**src/rtl/mem_arbiter_pkg.sv**
```systemverilog
// Shared types for the fetch/data-to-memory arbiter: core-side bus structs,
// the single-beat memory bus, access sizes and the arbiter state encoding.
package mem_arbiter_pkg;

  typedef enum logic [2:0] {
    MSIZE1 = 3'd0,
    MSIZE2 = 3'd1,
    MSIZE4 = 3'd2,
    MSIZE8 = 3'd3
  } msize_t;

  typedef struct packed {
    logic        valid;
    logic [63:0] addr;
  } ibus_req_t;

  typedef struct packed {
    logic        addr_ok;
    logic        data_ok;
    logic [31:0] data;
  } ibus_resp_t;

  typedef struct packed {
    logic        valid;
    logic [63:0] addr;
    msize_t      size;
    logic [7:0]  strobe;
    logic [63:0] data;
  } dbus_req_t;

  typedef struct packed {
    logic        addr_ok;
    logic        data_ok;
    logic [63:0] data;
  } dbus_resp_t;

  typedef struct packed {
    logic        valid;
    logic        is_write;
    msize_t      size;
    logic [63:0] addr;
    logic [7:0]  strobe;
    logic [63:0] data;
  } cbus_req_t;

  typedef struct packed {
    logic        ready;
    logic        last;
    logic [63:0] data;
  } cbus_resp_t;

  // Plain constants rather than an enum so legacy tools can share the encoding.
  typedef logic [1:0] arb_state_t;
  localparam arb_state_t IDLE   = 2'd0;
  localparam arb_state_t BUSY_I = 2'd1;
  localparam arb_state_t BUSY_D = 2'd2;

  // A fetch returns one 32-bit word out of the 64-bit beat, picked by addr[2].
  function automatic logic [31:0] fetch_word(input logic hi, input logic [63:0] beat);
    return hi ? beat[63:32] : beat[31:0];
  endfunction

endpackage

```
**src/rtl/arb_watchdog.sv**
```systemverilog
// Watchdog for the arbiter: counts busy cycles that did not complete and
// raises a sticky bus_err once the count reaches MAX_WAIT.
module arb_watchdog #(
  parameter int unsigned MAX_WAIT = 255
) (
  input  logic clk,
  input  logic reset,
  input  logic clr,
  input  logic busy,
  input  logic done,
  output logic bus_err
);

  localparam int unsigned    CntW   = (MAX_WAIT > 255) ? $clog2(MAX_WAIT + 1) : 8;
  localparam logic [CntW-1:0] CntMax = '1;
  localparam logic [CntW-1:0] Limit  = CntW'(MAX_WAIT);

  logic [CntW-1:0] cnt_q, cnt_d;
  logic            err_q, err_d;
  logic            inc, hit;

  // Saturating wait count; the error shows in the very cycle the limit is reached.
  always_comb begin
    inc   = busy && !done;
    cnt_d = cnt_q;
    if (clr) begin
      cnt_d = '0;
    end else if (inc && (cnt_q != CntMax)) begin
      cnt_d = cnt_q + 1'b1;
    end
    hit   = inc && (cnt_d >= Limit);
    err_d = err_q | hit;
  end

  assign bus_err = err_q | hit;

  // Counter and sticky error flag.
  always_ff @(posedge clk or negedge reset) begin
    if (!reset) begin
      cnt_q <= '0;
      err_q <= 1'b0;
    end else begin
      cnt_q <= cnt_d;
      err_q <= err_d;
    end
  end

endmodule

```
**src/rtl/mem_arbiter.sv**
```systemverilog
// Arbitrates core fetch and data requests onto one single-beat memory bus.
// Data wins ties by default; define ARB_ROUND_ROBIN_EN to alternate tie grants
// (data first after reset).
module mem_arbiter
  import mem_arbiter_pkg::*;
#(
  parameter int unsigned MAX_WAIT = 255
) (
  input  logic       clk,
  input  logic       reset,
  input  ibus_req_t  ireq,
  output ibus_resp_t iresp,
  input  dbus_req_t  dreq,
  output dbus_resp_t dresp,
  output cbus_req_t  creq,
  input  cbus_resp_t cresp,
  output logic       bus_err
);

  arb_state_t state_q, state_d;
  cbus_req_t  creq_q, creq_d;
  logic       pick_d, grant, done, busy;

`ifdef ARB_ROUND_ROBIN_EN
  logic rr_q, rr_d;  // set: ibus wins the next tie

  // Data wins a tie unless the last-grant bit says it is the fetch side's turn.
  always_comb begin
    pick_d = dreq.valid && !(ireq.valid && rr_q);
  end

  // Last-grant bit flips on every grant.
  always_comb begin
    rr_d = rr_q ^ grant;
  end

  // Last-grant register.
  always_ff @(posedge clk or negedge reset) begin
    if (!reset) begin
      rr_q <= 1'b0;
    end else begin
      rr_q <= rr_d;
    end
  end
`else
  // Fixed priority: data always wins.
  always_comb begin
    pick_d = dreq.valid;
  end
`endif

  assign busy = (state_q != IDLE);
  assign done = busy && cresp.ready && cresp.last;

  // Grant in IDLE by latching the memory request itself; drop it on completion.
  always_comb begin
    state_d = state_q;
    creq_d  = creq_q;
    grant   = 1'b0;
    case (state_q)
      IDLE: begin
        if (pick_d) begin
          grant           = 1'b1;
          state_d         = BUSY_D;
          creq_d.valid    = 1'b1;
          creq_d.is_write = |dreq.strobe;
          creq_d.size     = dreq.size;
          creq_d.addr     = dreq.addr;
          creq_d.strobe   = dreq.strobe;
          creq_d.data     = dreq.data;
        end else if (ireq.valid) begin
          grant           = 1'b1;
          state_d         = BUSY_I;
          creq_d          = '0;
          creq_d.valid    = 1'b1;
          creq_d.size     = MSIZE4;
          creq_d.addr     = ireq.addr;
        end
      end
      BUSY_I, BUSY_D: begin
        if (done) begin
          state_d = IDLE;
          creq_d  = '0;
        end
      end
      default: begin
        state_d = IDLE;
        creq_d  = '0;
      end
    endcase
  end

  // State and latched request; reset clears creq at once.
  always_ff @(posedge clk or negedge reset) begin
    if (!reset) begin
      state_q <= IDLE;
      creq_q  <= '0;
    end else begin
      state_q <= state_d;
      creq_q  <= creq_d;
    end
  end

  assign creq = creq_q;

  // Only the owning master sees the completion pulse and the returned data.
  always_comb begin
    iresp = '0;
    dresp = '0;
    if (state_q == BUSY_I) begin
      iresp.addr_ok = done;
      iresp.data_ok = done;
      iresp.data    = fetch_word(creq_q.addr[2], cresp.data);
    end
    if (state_q == BUSY_D) begin
      dresp.addr_ok = done;
      dresp.data_ok = done;
      dresp.data    = cresp.data;
    end
  end

  arb_watchdog #(
    .MAX_WAIT(MAX_WAIT)
  ) u_watchdog (
    .clk    (clk),
    .reset  (reset),
    .clr    (grant),
    .busy   (busy),
    .done   (done),
    .bus_err(bus_err)
  );

endmodule

```
**config.mk**
```make
export PLATFORM = sky130hd
export DESIGN_NAME = mem_arbiter
export DESIGN_NICKNAME = d
export VERILOG_FILES = /design/src/rtl/mem_arbiter_pkg.sv /design/src/rtl/arb_watchdog.sv /design/src/rtl/mem_arbiter.sv
export SDC_FILE = /design/constraint.sdc
export NUM_CORES = 1
export LEC_CHECK = 0
export CAP_MARGIN = 20
export CORE_AREA = 2 2 199 201
export CTS_CLUSTER_DIAMETER = 60
export CTS_CLUSTER_SIZE = 30
export DETAILED_ROUTE_END_ITERATION = 8
export DIE_AREA = 0 0 201 203
export PLACE_DENSITY = 0.5
export SKIP_CTS_REPAIR_TIMING = 1
export SYNTH_ARGS = -nofsm -noshare
export SYNTH_HDL_FRONTEND = slang
export SYNTH_SLANG_ARGS = --single-unit
export TNS_END_PERCENT = 5
```
**constraint.sdc**
```tcl
create_clock -name clk -period 4.4 [get_ports clk]
set_clock_uncertainty 0.1 [all_clocks]
set_input_delay 1.1 -clock clk [delete_from_list [all_inputs] [get_ports clk]]
set_output_delay 1.1 -clock clk [all_outputs]
set_load 0.02 [all_outputs]
```
==> results of run 1 <==
state kept, by name, indices dropped and copies added (netlist names):
register,count
state_q,2
u_watchdog.err_q,1
u_watchdog.cnt_q,8
creq,141
area by class of cell:
cell class	count	area [um^2]
Clock inverter	12	93.8
Fill cell	3932	25200
Sequential cell	152	3800
Timing Repair Buffer	530	5330
Multi-Input combinational cell	342	2720
Tap cell	518	648
Inverter	67	251
Clock buffer	20	447
cell families after synthesis:
logic type                 synth area share
muxes                                0.0458
xor gates and xnor gates            0.00627
AOI/OAI and AO/OA                     0.207
adders and majority gates           0.00716
DFF                                   0.544
and+or+nand+nor                       0.120
buffers and inverters                0.0693
routing by layer:
metal / global-route usage / vias up / share of wire / wire, um
met5: 0 / - / 0 / 0
met4: 0.0593 / 0 / 0.027 / 854
met3: 0.0419 / 31 / 0.068 / 2150
met2: 0.263 / 338 / 0.51 / 16100
met1: 0.174 / 3387 / 0.40 / 12600
li1: - / 3249 / - / -
layout by cell type (no fill, tap or decap), drive strengths merged, types with 8 or more instances in the layout:
cell type,instances
dfrtp,152
buf,17
mux2i,32
inv,70
nor2,8
nand2,14
a22o,75
a222oi,64
clkbuf,20
clkdlybuf4s50,512
nor2b,34
and2,65
path summary, 6_finish.rpt:
check,start,endpoint,slack (ps),depth (start not counted)
worst max-delay path,cresp[64],bus_err,200,7
worst min register to register,u_watchdog.err_q,u_watchdog.err_q,370,1
min in group asynchronous,reset,creq[30],610,1
worst max register to register,state_q[0],creq[83],1670,7
max in group asynchronous,reset,creq[74],2730,2
worst min-delay path,u_watchdog.err_q,u_watchdog.err_q,370,1
power breakdown:
| part | internal (W) | leakage [nW] | switching [W] |
|---|---|---|---|
| sequential | 0.00198 | 2.00 | 0.000377 |
| combinational | 0.00236 | 3.49 | 0.00268 |
| clock | 0.000742 | 0.257 | 0.000637 |
worst max-delay path: cells and delay by family:
family                 cells  cell delay (ps)
buffers and inverters      2              690
AOI/OAI and AO/OA          4              690
and+or+nand+nor            1              520
through the flow:
step	power, W	setup slack [ps]	utilization	cells	hold WS (ps)
4_1_cts	0.00891	-203	0.346	1641	369
3_5_place_dp	0.00748	-191	0.332	1609	355
6_report	0.00878	198	0.346	1641	368
3_3_place_gp	0.00748	-197	0.332	1609	349
2_1_floorplan	0.00495	787	-	617	376
5_1_grt	0.00929	76.6	0.346	1641	410
==> metrics.md, run 1 <==
| Metric | Value |
|---|---|
| Status | `complete, no violations` |
| Initial antenna violation count | `0` |
| # DRC | `0` |
| DRT iter0 DRCs | `595` |
| Drt pass-1 iters | `8` |
| Synth warn | `0` |
| Setup violators final | `0` |
| Die span in x | `201 um` |
| Leak Pwr | `5.75 nW` |
| Clock Latency Late Sink | `430 ps` |
| Critical path arrival | `3000 ps` |
| Final net count | `1,387` |
| CP max stage cell | `or4_4` |
| Clock-pin slew on the worst setup and hold paths | `60 ps` |
| Routed Antenna Nets | `0` |
| WL/cell | `19.3 um` |
| Post-Syn Nets | `894` |
| Clk Tree Root Cell | `clkbuf_16` |
| Slew Viols, Final | `0` |
| Vias | `7,005` |
| Num CTS Buffers | `17` |
| Largest net degree at the start of global routing | `76` |
| Final Cycle Share | `0.955` |
| Crit. End Element | `output port` |
| Least-Margin Pin Slew | `895 ps` |
| Ys async rst share | `1.00` |
| Die Span Y | `203 um` |
| Synth area leaders | `dfrtp_1 (54%), a22o_1 (9.4%), a222oi_1 (9.2%)` |
| Gr ovfl total | `0` |
| Most common cell in the synthesized netlist | `dfrtp_1` |
| Number of synthesized flops with an enable pin | `0` |
| Cell Area, Synth | `6990 um^2` |
| TritonCTS clock tree | `built` |
| Vias in the first global route | `7,222` |
| DP Wirelength | `24,100 um` |
| Required @ worst endpoint | `3200 ps` |
| Post-synthesis sequential area ratio | `0.544` |
| Max stage delay on crit path | `520 ps` |
| Diodes inserted | `0` |
| Area share of the largest cell type after synthesis | `0.544` |
| Max FO, Critical Path | `2` |
| Post-route cell area | `13,300 um^2` |
| Starting density of the core | `0.182` |
| Die area | `40,800 um^2` |
| Post-synth top area cell | `dfrtp_1` |
| Critical path, cell by cell | `clkdlybuf4s50_1 -> a21oi_2 -> o21ai_1 -> or4_4 -> a21oi_2 -> a41o_1 -> dlymetal6s2s_1` |
| Worst VDD drop | `337 uV` |
| Dpl cell area | `12,800 um^2` |
| Clock period minus worst slack | `4200 ps` |
| Area growth syn-to-layout | `90.3%` |
| CTS Sinks | `152` |
| Ys flop type | `dfrtp_1` |
| FF+latch count, synth | `152` |
| Crit path launch type | `input port` |
| Rel. slew slack | `0.403` |
| Num rows | `72` |
| Hold Vio Cnt, Final | `0` |
| IO buf count | `514` |
| RSZ-0062 raised after global routing | `no` |
| Global-route wire length before repair | `46,500 um` |
| Core outline area | `38,500 um^2` |
| Synthesized area per cell | `11.3 um^2` |
| Clock Tree Buf Depth | `2` |
| Layout cell share with drive strength beyond 1 | `0.0516` |
| Mapped Cells | `617` |
| Top cell by count, worst path | `a21oi_2` |
| GRT Overall Usage | `0.150` |
| Hold WC Path Type | `flip-flop to flip-flop` |
| CTS HTree Levels | `4` |
| CP Class | `input port to output port` |
| Fmax | `238 MHz` |
| Setup TNS | `0 ps` |
| Synth cell types | `42` |
| Io pins | `515` |
| Routability cong. | `0.945` |
| PD cells | `660 nW/um^2` |
| Final WL | `31,700 um` |
| Max Cap Viol | `0` |
| Routed vias/inst | `4.27` |
| Synth cell count leaders | `dfrtp_1 (152), a22o_1 (75), inv_1 (67)` |
Power figures use the tool's default switching activity.
==> run 2, diff against run 1 <==
--- a/config.mk
+++ b/config.mk
@@ -11,6 +11,7 @@
 export CTS_CLUSTER_SIZE = 30
 export DETAILED_ROUTE_END_ITERATION = 8
 export DIE_AREA = 0 0 201 203
+export HOLD_SLACK_MARGIN = 0.02
 export PLACE_DENSITY = 0.5
 export SKIP_CTS_REPAIR_TIMING = 1
 export SYNTH_ARGS = -nofsm -noshare
==> results of run 2 <==
No change in the layout: final DEF, timing and power equal those of run 1.
==> run 3, diff against run 2 <==
--- a/config.mk
+++ b/config.mk
@@ -6,13 +6,15 @@
 export NUM_CORES = 1
 export LEC_CHECK = 0
 export CAP_MARGIN = 20
+export CELL_PAD_IN_SITES_DETAIL_PLACEMENT = 0
+export CELL_PAD_IN_SITES_GLOBAL_PLACEMENT = 1
 export CORE_AREA = 2 2 199 201
 export CTS_CLUSTER_DIAMETER = 60
 export CTS_CLUSTER_SIZE = 30
 export DETAILED_ROUTE_END_ITERATION = 8
 export DIE_AREA = 0 0 201 203
 export HOLD_SLACK_MARGIN = 0.02
-export PLACE_DENSITY = 0.5
+export PLACE_DENSITY = 0.65
 export SKIP_CTS_REPAIR_TIMING = 1
 export SYNTH_ARGS = -nofsm -noshare
 export SYNTH_HDL_FRONTEND = slang
==> metrics.md, run 3 (synthesis results as in run 1) <==
| Metric | Value |
|---|---|
| # DRC | `0 (unchanged)` |
| WL/cell | `19.0 um (-1.7%)` |
| Top cell by count, worst path | `a21oi_2` |
| CTS HTree Levels | `4 (unchanged)` |
| Global-route wire length before repair | `45,900 um (-1.2%)` |
| Routed vias/inst | `4.33 (+1.3%)` |
| Hold WC Path Type | `flip-flop to flip-flop` |
| Die Span Y | `203 um (unchanged)` |
| GRT Overall Usage | `0.147 (-0.00288)` |
| DRT iter0 DRCs | `537 (-9.7%)` |
| Area growth syn-to-layout | `91.5%` |
| Layout Utilization | `0.348 (+0.00215)` |
| Final Cycle Share | `0.970 (+0.0153)` |
| Fmax | `234 MHz (-1.6%)` |
| Most common cell after layout, fill and taps aside | `clkdlybuf4s50_1` |
| DR WL met3 | `2430 um (+13%)` |
| CP max stage cell | `or4_4` |
| Setup violators final | `0 (unchanged)` |
| Status | `complete, no violations` |
| CTS Sinks | `152 (unchanged)` |
| Leak Pwr | `5.80 nW (+0.85%)` |
| DR top layer | `met4` |
| Routability cong. | `0.913 (-3.4%)` |
| Num CTS Buffers | `17 (unchanged)` |
| Least-Margin Pin Slew | `1040 ps (+143 ps)` |
| Crit path launch type | `input port` |
| Family with the most delay on the worst path | `compound AO/OA/AOI/OAI gates` |
| Routed Antenna Nets | `0 (unchanged)` |
| Core outline area | `38,500 um^2 (unchanged)` |
| Clock Latency Late Sink | `440 ps (about the same)` |
| Met2 wire length | `15,600 um (-3.1%)` |
| Io pins | `515 (unchanged)` |
| TritonCTS clock tree | `built` |
| DP Wirelength | `23,600 um (-2.4%)` |
| Dpl cell area | `12,800 um^2 (+0.16%)` |
| Met1 WL | `12,100 um (-3.6%)` |
| Die area | `40,800 um^2 (unchanged)` |
| Slew Viols, Final | `0 (unchanged)` |
| RSZ-0062 raised after global routing | `no` |
| Layout cell share with drive strength beyond 1 | `0.0543 (+0.00262)` |
| CP Buf/Inv Count | `2 (unchanged)` |
| Drt pass-1 iters | `9 (+1)` |
| Initial antenna violation count | `0 (unchanged)` |
| Critical path arrival | `3070 ps (+70 ps)` |
| Max FFs per register | `141 (unchanged)` |
| Max stage delay on crit path | `530 ps (about the same)` |
| Final net count | `1,388 (+0.072%)` |
| Required @ worst endpoint | `3200 ps (about the same)` |
| Die span in x | `201 um (unchanged)` |
| Vias | `7,103 (+1.4%)` |
| Clk Tree Root Cell | `clkbuf_16` |
| Clock period minus worst slack | `4270 ps (+67.2 ps)` |
| Num rows | `72 (unchanged)` |
| PD cells | `671 nW/um^2 (+1.7%)` |
| Commonest cells after routing, fill and taps aside | `clkdlybuf4s50_1 (512), dfrtp_1 (151), a22o_1 (75), inv_1 (67)` |
| Clock-pin slew on the worst setup and hold paths | `70 ps (about the same)` |
| Worst VDD drop | `366 uV (+8.6%)` |
| Gr ovfl total | `0 (unchanged)` |
| IO buf count | `514 (unchanged)` |
| Hold Vio Cnt, Final | `0 (unchanged)` |
| Rel. slew slack | `0.308 (-0.0952)` |
| Final WL | `31,200 um (-1.7%)` |
| Critical path, cell by cell | `clkdlybuf4s50_1 -> a21oi_2 -> o21ai_1 -> or4_4 -> a21oi_2 -> a41o_1 -> dlymetal6s2s_1` |
| Crit. End Element | `output port` |
| Starting density of the core | `0.182 (unchanged)` |
| Max Cap Viol | `0 (unchanged)` |
| Largest net degree at the start of global routing | `89 (+17%)` |
| Max FO, Critical Path | `2 (unchanged)` |
| Clock Tree Buf Depth | `2 (unchanged)` |
| Diodes inserted | `0 (unchanged)` |
| Post-route cell area | `13,400 um^2 (+0.62%)` |
| CP Class | `input port to output port` |
| Vias in the first global route | `7,367 (+2.0%)` |
-- run 3: cell count changes in the layout (fill, tap and decap cells not counted), sizes merged --
cell and delta:
clkbuf -2, bufinv +2, inv +4, clkinv -2, buf +1, clkinvlp -2
-- run 3: per-stage QoR --
| stage | setup WS (ps) | hold WS (ps) | TNS, ps | power, W | std cells |
|---|---|---|---|---|---|
| 3_5_place_dp | -250 | 355 | -250 | 0.00751 | 1610 |
| 5_1_grt | 17.4 | 373 | 0 | 0.00948 | 1642 |
| 4_1_cts | -259 | 369 | -259 | 0.00911 | 1642 |
| 2_1_floorplan | 787 | 376 | 0 | 0.00495 | 617 |
| 3_3_place_gp | -219 | 356 | -219 | 0.00750 | 1610 |
| 6_report | 130 | 362 | 0 | 0.00898 | 1642 |
-- run 3: area by class of cell --
class | instances | area [um^2]
clock inverters | 14 | 164
inverters | 67 | 251
flip-flops and latches | 152 | 3800
repair buffers | 531 | 5350
multi-input cells | 342 | 2720
well taps | 518 | 648
fillers | 3946 | 25100
clock buffers | 18 | 439
-- run 3: metal layers --
layer | vias up | global-route usage
met5 | - | 0
met4 | 0 | 0.0677
met3 | 38 | 0.0461
met2 | 371 | 0.252
met1 | 3435 | 0.169
li1 | 3259 | -
-- run 3: where the power goes --
part / switching [W] / internal (W) / leakage, nW / total (W)
registers: 0.000396 / 0.00198 / 2.00 / 0.00238
logic: 0.00267 / 0.00240 / 3.50 / 0.00507
clock network: 0.000666 / 0.000869 / 0.297 / 0.00153
total: 0.00373 / 0.00525 / 5.80 / 0.00898
-- run 3: worst paths after layout --
path | from | end | slack [ps] | cells after the start
worst min register to register | u_watchdog.err_q | u_watchdog.err_q | 360 | 1
min in group asynchronous | reset | creq[21] | 400 | 1
worst min-delay path | u_watchdog.err_q | u_watchdog.err_q | 360 | 1
worst max register to register | state_q[1] | creq[89] | 2070 | 8
worst max-delay path | cresp[64] | bus_err | 130 | 7
max in group asynchronous | reset | creq[77] | 2910 | 2
==> RTL edit 1 (flow settings as in run 1) <==
`MAX_WAIT` is set to 255 in 2 places; all go to 510.
--- a/src/rtl/arb_watchdog.sv
+++ b/src/rtl/arb_watchdog.sv
@@ -1,7 +1,7 @@
 // Watchdog for the arbiter: counts busy cycles that did not complete and
 // raises a sticky bus_err once the count reaches MAX_WAIT.
 module arb_watchdog #(
-  parameter int unsigned MAX_WAIT = 255
+  parameter int unsigned MAX_WAIT = 510
 ) (
   input  logic clk,
   input  logic reset,
--- a/src/rtl/mem_arbiter.sv
+++ b/src/rtl/mem_arbiter.sv
@@ -4,7 +4,7 @@
 module mem_arbiter
   import mem_arbiter_pkg::*;
 #(
-  parameter int unsigned MAX_WAIT = 255
+  parameter int unsigned MAX_WAIT = 510
 ) (
   input  logic       clk,
   input  logic       reset,
Check against the original RTL: no difference found for any inputs over 4 cycles, from zero or initial values and one cycle with reset low; that may be too few to reach the edited logic, so the function may still have changed.
==> RTL edit 1 against run 1 <==
Total power decreased by 11%; final area increased by 1.6%; sequential cell count increased by 1; via count increased by 1.7%; routed wire length decreased by 2.7%; register-to-register slack improved by 0.04 ns; non-clock buffer count increased by 8; synthesized cell count increased by 0.32%; synthesized area increased by 1.3%; worst setup slack got worse by 0.050 ns; sequential power decreased by 11%; largest cell class unchanged; critical path depth decreased by 1; utilization increased by 0.56 points.
==> RTL edit 1: results <==
[status]
status = finished clean

[setup_path]
crit_slowest_cell = clkdlybuf4s50_1
r2r_end = creq[53]$_DFFE_PN0P_
regToRegSetupSlack_ns = 1.71
critPathLaunch = cresp[65]
worstPathArrival_ns = 3.05
max_stage_delay_ns = 0.45

[grt]
grt_pass1_wl_um = 46000
grt_util_all_layers = 0.145

[final_layout]
fillers = 3873
final_nets = 1395
drive_gt1_frac = 0.0593

[drt]
wl_per_cell_um = 18.7
drt_pass1_iterations = 6
drtIter0Drc = 488

[worst_hold_path]
hold_depth = 2

[sta]
slew_headroom = 0.490
fin_crit_sh = 0.966
hold-worst-slack_ns = 0.367

[synthesis]
synth_common_cells = 153 x dfrtp_1, 75 x a22o_1, 68 x inv_1
synthTopCellsByArea = dfrtp_1 54%, a22o_1 9.3%, a222oi_1 9.1%

[placed_design]
gp_congestion = 0.847
dpl_cell_area_um2 = 12900

[power]
power_uw = 7830
leakage_uw = 0.00586
peakVddDrop_uv = 225
==> RTL edit 1: layer usage <==
| layer | GRT usage | part of all wire |
|---|---|---|
| met5 | 0 | 0 |
| met4 | 0.0516 | 0.022 |
| met3 | 0.0454 | 0.088 |
| met2 | 0.254 | 0.50 |
| met1 | 0.168 | 0.39 |
==> RTL edit 1: logic make-up after synthesis <==
| kind of cell | share of synthesized area |
|---|---|
| compound gates | 0.207 |
| xor+xnor | 0.00743 |
| fa+ha+maj | 0.00884 |
| buf+inv | 0.0720 |
| flops | 0.541 |
| mux | 0.0469 |
| simple gates | 0.117 |
==> RTL edit 1: area by class of cell <==
| type | count | share of cell area |
|---|---|---|
| flip-flops and latches | 153 | 0.283 |
| clock inverters | 14 | 0.0132 |
| clock buffers | 18 | 0.0325 |
| inverters | 68 | 0.0189 |
| repair buffers | 538 | 0.399 |
| well taps | 518 | 0.0480 |
| multi-input cells | 339 | 0.205 |
==> RTL edit 1: how the worst max path moves through the flow <==
| stage | endpoint | cells past startpoint |
|---|---|---|
| floorplan | bus_err | 4 |
| global placement | bus_err | 6 |
| detailed placement | bus_err | 6 |
| CTS | bus_err | 6 |
| global route | bus_err | 7 |
| finish | bus_err | 6 |
==> RTL edit 1: worst min-delay path: cells and delay by family, from the launching register on <==
kind | cells | cell delay (ns)
DFF | 1 | 0.33
buffers and inverters | 1 | 0.06
AOI/OAI and AO/OA | 1 | 0.05
==> RTL edit 1: report_power, final <==
group          internal [uW]  switching (uW)  total (uW)
logic                   1960            2200        4160
registers               1840             256        2100
clock network            880             695        1580
total                   4680            3150        7830
==> RTL edit 1: through the flow <==
stage,TNS [ns],util,cells
after floorplan,0,-,619
after global placement,-0.383,0.335,1616
after detailed placement,-0.384,0.335,1616
after CTS,-0.393,0.351,1648
after global routing,0,0.351,1648
final,0,0.351,1648
==> RTL edit 2 (config.mk and constraints of run 1) <==
Made on the original files. The option `ARB_ROUND_ROBIN_EN` is turned on by a define.
--- a/src/rtl/mem_arbiter.sv
+++ b/src/rtl/mem_arbiter.sv
@@ -1,6 +1,8 @@
 // Arbitrates core fetch and data requests onto one single-beat memory bus.
 // Data wins ties by default; define ARB_ROUND_ROBIN_EN to alternate tie grants
 // (data first after reset).
+`define ARB_ROUND_ROBIN_EN
+
 module mem_arbiter
   import mem_arbiter_pkg::*;
 #(
Check against the original RTL: not equivalent (Yosys sat finds a counterexample within 4 cycles, from zero or initial values and one cycle with reset low).
==> RTL edit 2 against run 1 <==
Non-clock buffer count grew 4; critical path type unchanged; final cell count is 0.18% higher; largest power group unchanged; die area did not move; synthesized cell count shrank 0.16%; total power up 4.9%; clock power grew 16%; final area increased by 2.3%; routed wire length grew 4.5%; worst setup slack improved by 0.052 ns; register-to-register slack improved by 0.25 ns; synthesized area up 3.3%; largest cell class unchanged; sequential cell count rose by 1; via count increased by 2.0%.
==> RTL edit 2: results <==
[placed_design]
place_ws_ns = -0.159
port_buffers = 514
dpl.cell_count = 1609
place_hpwl_um = 25100
gp_congestion = 0.873

[final_layout]
drive_gt1_frac = 0.0561
fillers = 3921

[synthesis]
yosysSeqAreaShare = 0.531
synth_common_cells = 153 x dfrtp_1, 76 x a22o_1, 64 x and2_1
syn-num-nets = 893
syn_area_per_cell_um2 = 11.7
synth_compound_area_frac = 0.211
synth_cell_types = 46
synthTopCellsByArea = dfrtp_1 53%, a22o_1 9.2%, a221o_1 7.5%
synth_xor_area_frac = 0.00243
synthMuxAreaShare = 0.0472
async_flop_share = 1.00
synthAdderAreaFrac = 0.00694

[setup_path]
critPathMaxFanout = 4
path_delay_family = compound AO/OA/AOI/OAI gates
worstPathArrival_ns = 2.95
r2r_end = creq[75]$_DFFE_PN0P_
rr_worst_depth = 7
max_stage_delay_ns = 0.46
crit_slowest_cell = clkdlybuf4s50_1
regToRegSetupSlack_ns = 1.92

[grt]
grt_max_degree = 87
grt_pass1_wl_um = 48500
grt_pass1_vias = 7477
antenna_found_initial = 4
grt_util_all_layers = 0.158

[drt]
via_count = 7145
wl_met2_um = 17000
drt_pass1_iterations = 5
wirelength_um = 33200
wl_met1_um = 12800
drtIter0Drc = 309
antenna_left = 0
route.met3.wl_um = 2580
top_layer_used = met5
wl_per_cell_um = 20.2

[status]
status = finished clean

[power]
peakVddDrop_uv = 344
leakage_uw = 0.00585

[sta]
slew_headroom = 0.474
max_freq_mhz = 241

[worst_hold_path]
holdPathEnd = u_watchdog.err_q$_DFF_PN0_

[cts]
root_buffer = clkbuf_16
path_clk_slew_ns = 0.06
-- RTL edit 2: changes by cell type after synthesis, sizes merged, moves of 4 or more --
cell    delta
nor2       -4
buf       +10
a221o     +54
clkbuf     -7
inv       -53
a222oi    -54
and3      +58
-- RTL edit 2: worst max path at each step --
stage | to | cells past startpoint
after CTS | bus_err | 7
after global routing | bus_err | 7
after global placement | bus_err | 7
after floorplan | bus_err | 5
after detailed placement | bus_err | 7
final | bus_err | 7
-- RTL edit 2: metal layers --
layer | global-route usage | up-vias
met3 | 0.0523 | 32
met1 | 0.179 | 3472
met5 | 0 | -
met2 | 0.279 | 324
li1 | - | 3315
met4 | 0.0548 | 2
-- RTL edit 2: cell type report --
| type | instances | area, um2 | share of cell area |
|---|---|---|---|
| flip-flops and latches | 153 | 3830 | 0.281 |
| inverters | 14 | 52.6 | 0.00386 |
| diodes | 3 | 7.51 | 0.000552 |
| clock inverters | 13 | 191 | 0.0141 |
| multi-input cells | 390 | 3080 | 0.227 |
| well taps | 518 | 648 | 0.0476 |
| repair buffers | 534 | 5360 | 0.394 |
| clock buffers | 19 | 433 | 0.0318 |
-- RTL edit 2: power breakdown --
| part | total (uW) | switching, uW | internal, uW |
|---|---|---|---|
| clock | 1600 | 648 | 956 |
| sequential | 2400 | 391 | 2010 |
| combinational | 5200 | 2760 | 2450 |
-- RTL edit 2: stage by stage --
stage / hold WS (ns) / instance area, um2 / util / total power, uW / setup TNS (ns)
2_1_floorplan: 0.376 / 7210 / - / 5090 / 0
3_3_place_gp: 0.356 / 13000 / 0.337 / 7700 / -0.157
3_5_place_dp: 0.369 / 13000 / 0.337 / 7710 / -0.159
4_1_cts: 0.384 / 13600 / 0.353 / 9370 / -0.164
5_1_grt: 0.397 / 13600 / 0.354 / 9700 / 0
6_report: 0.369 / 13600 / 0.354 / 9210 / 0
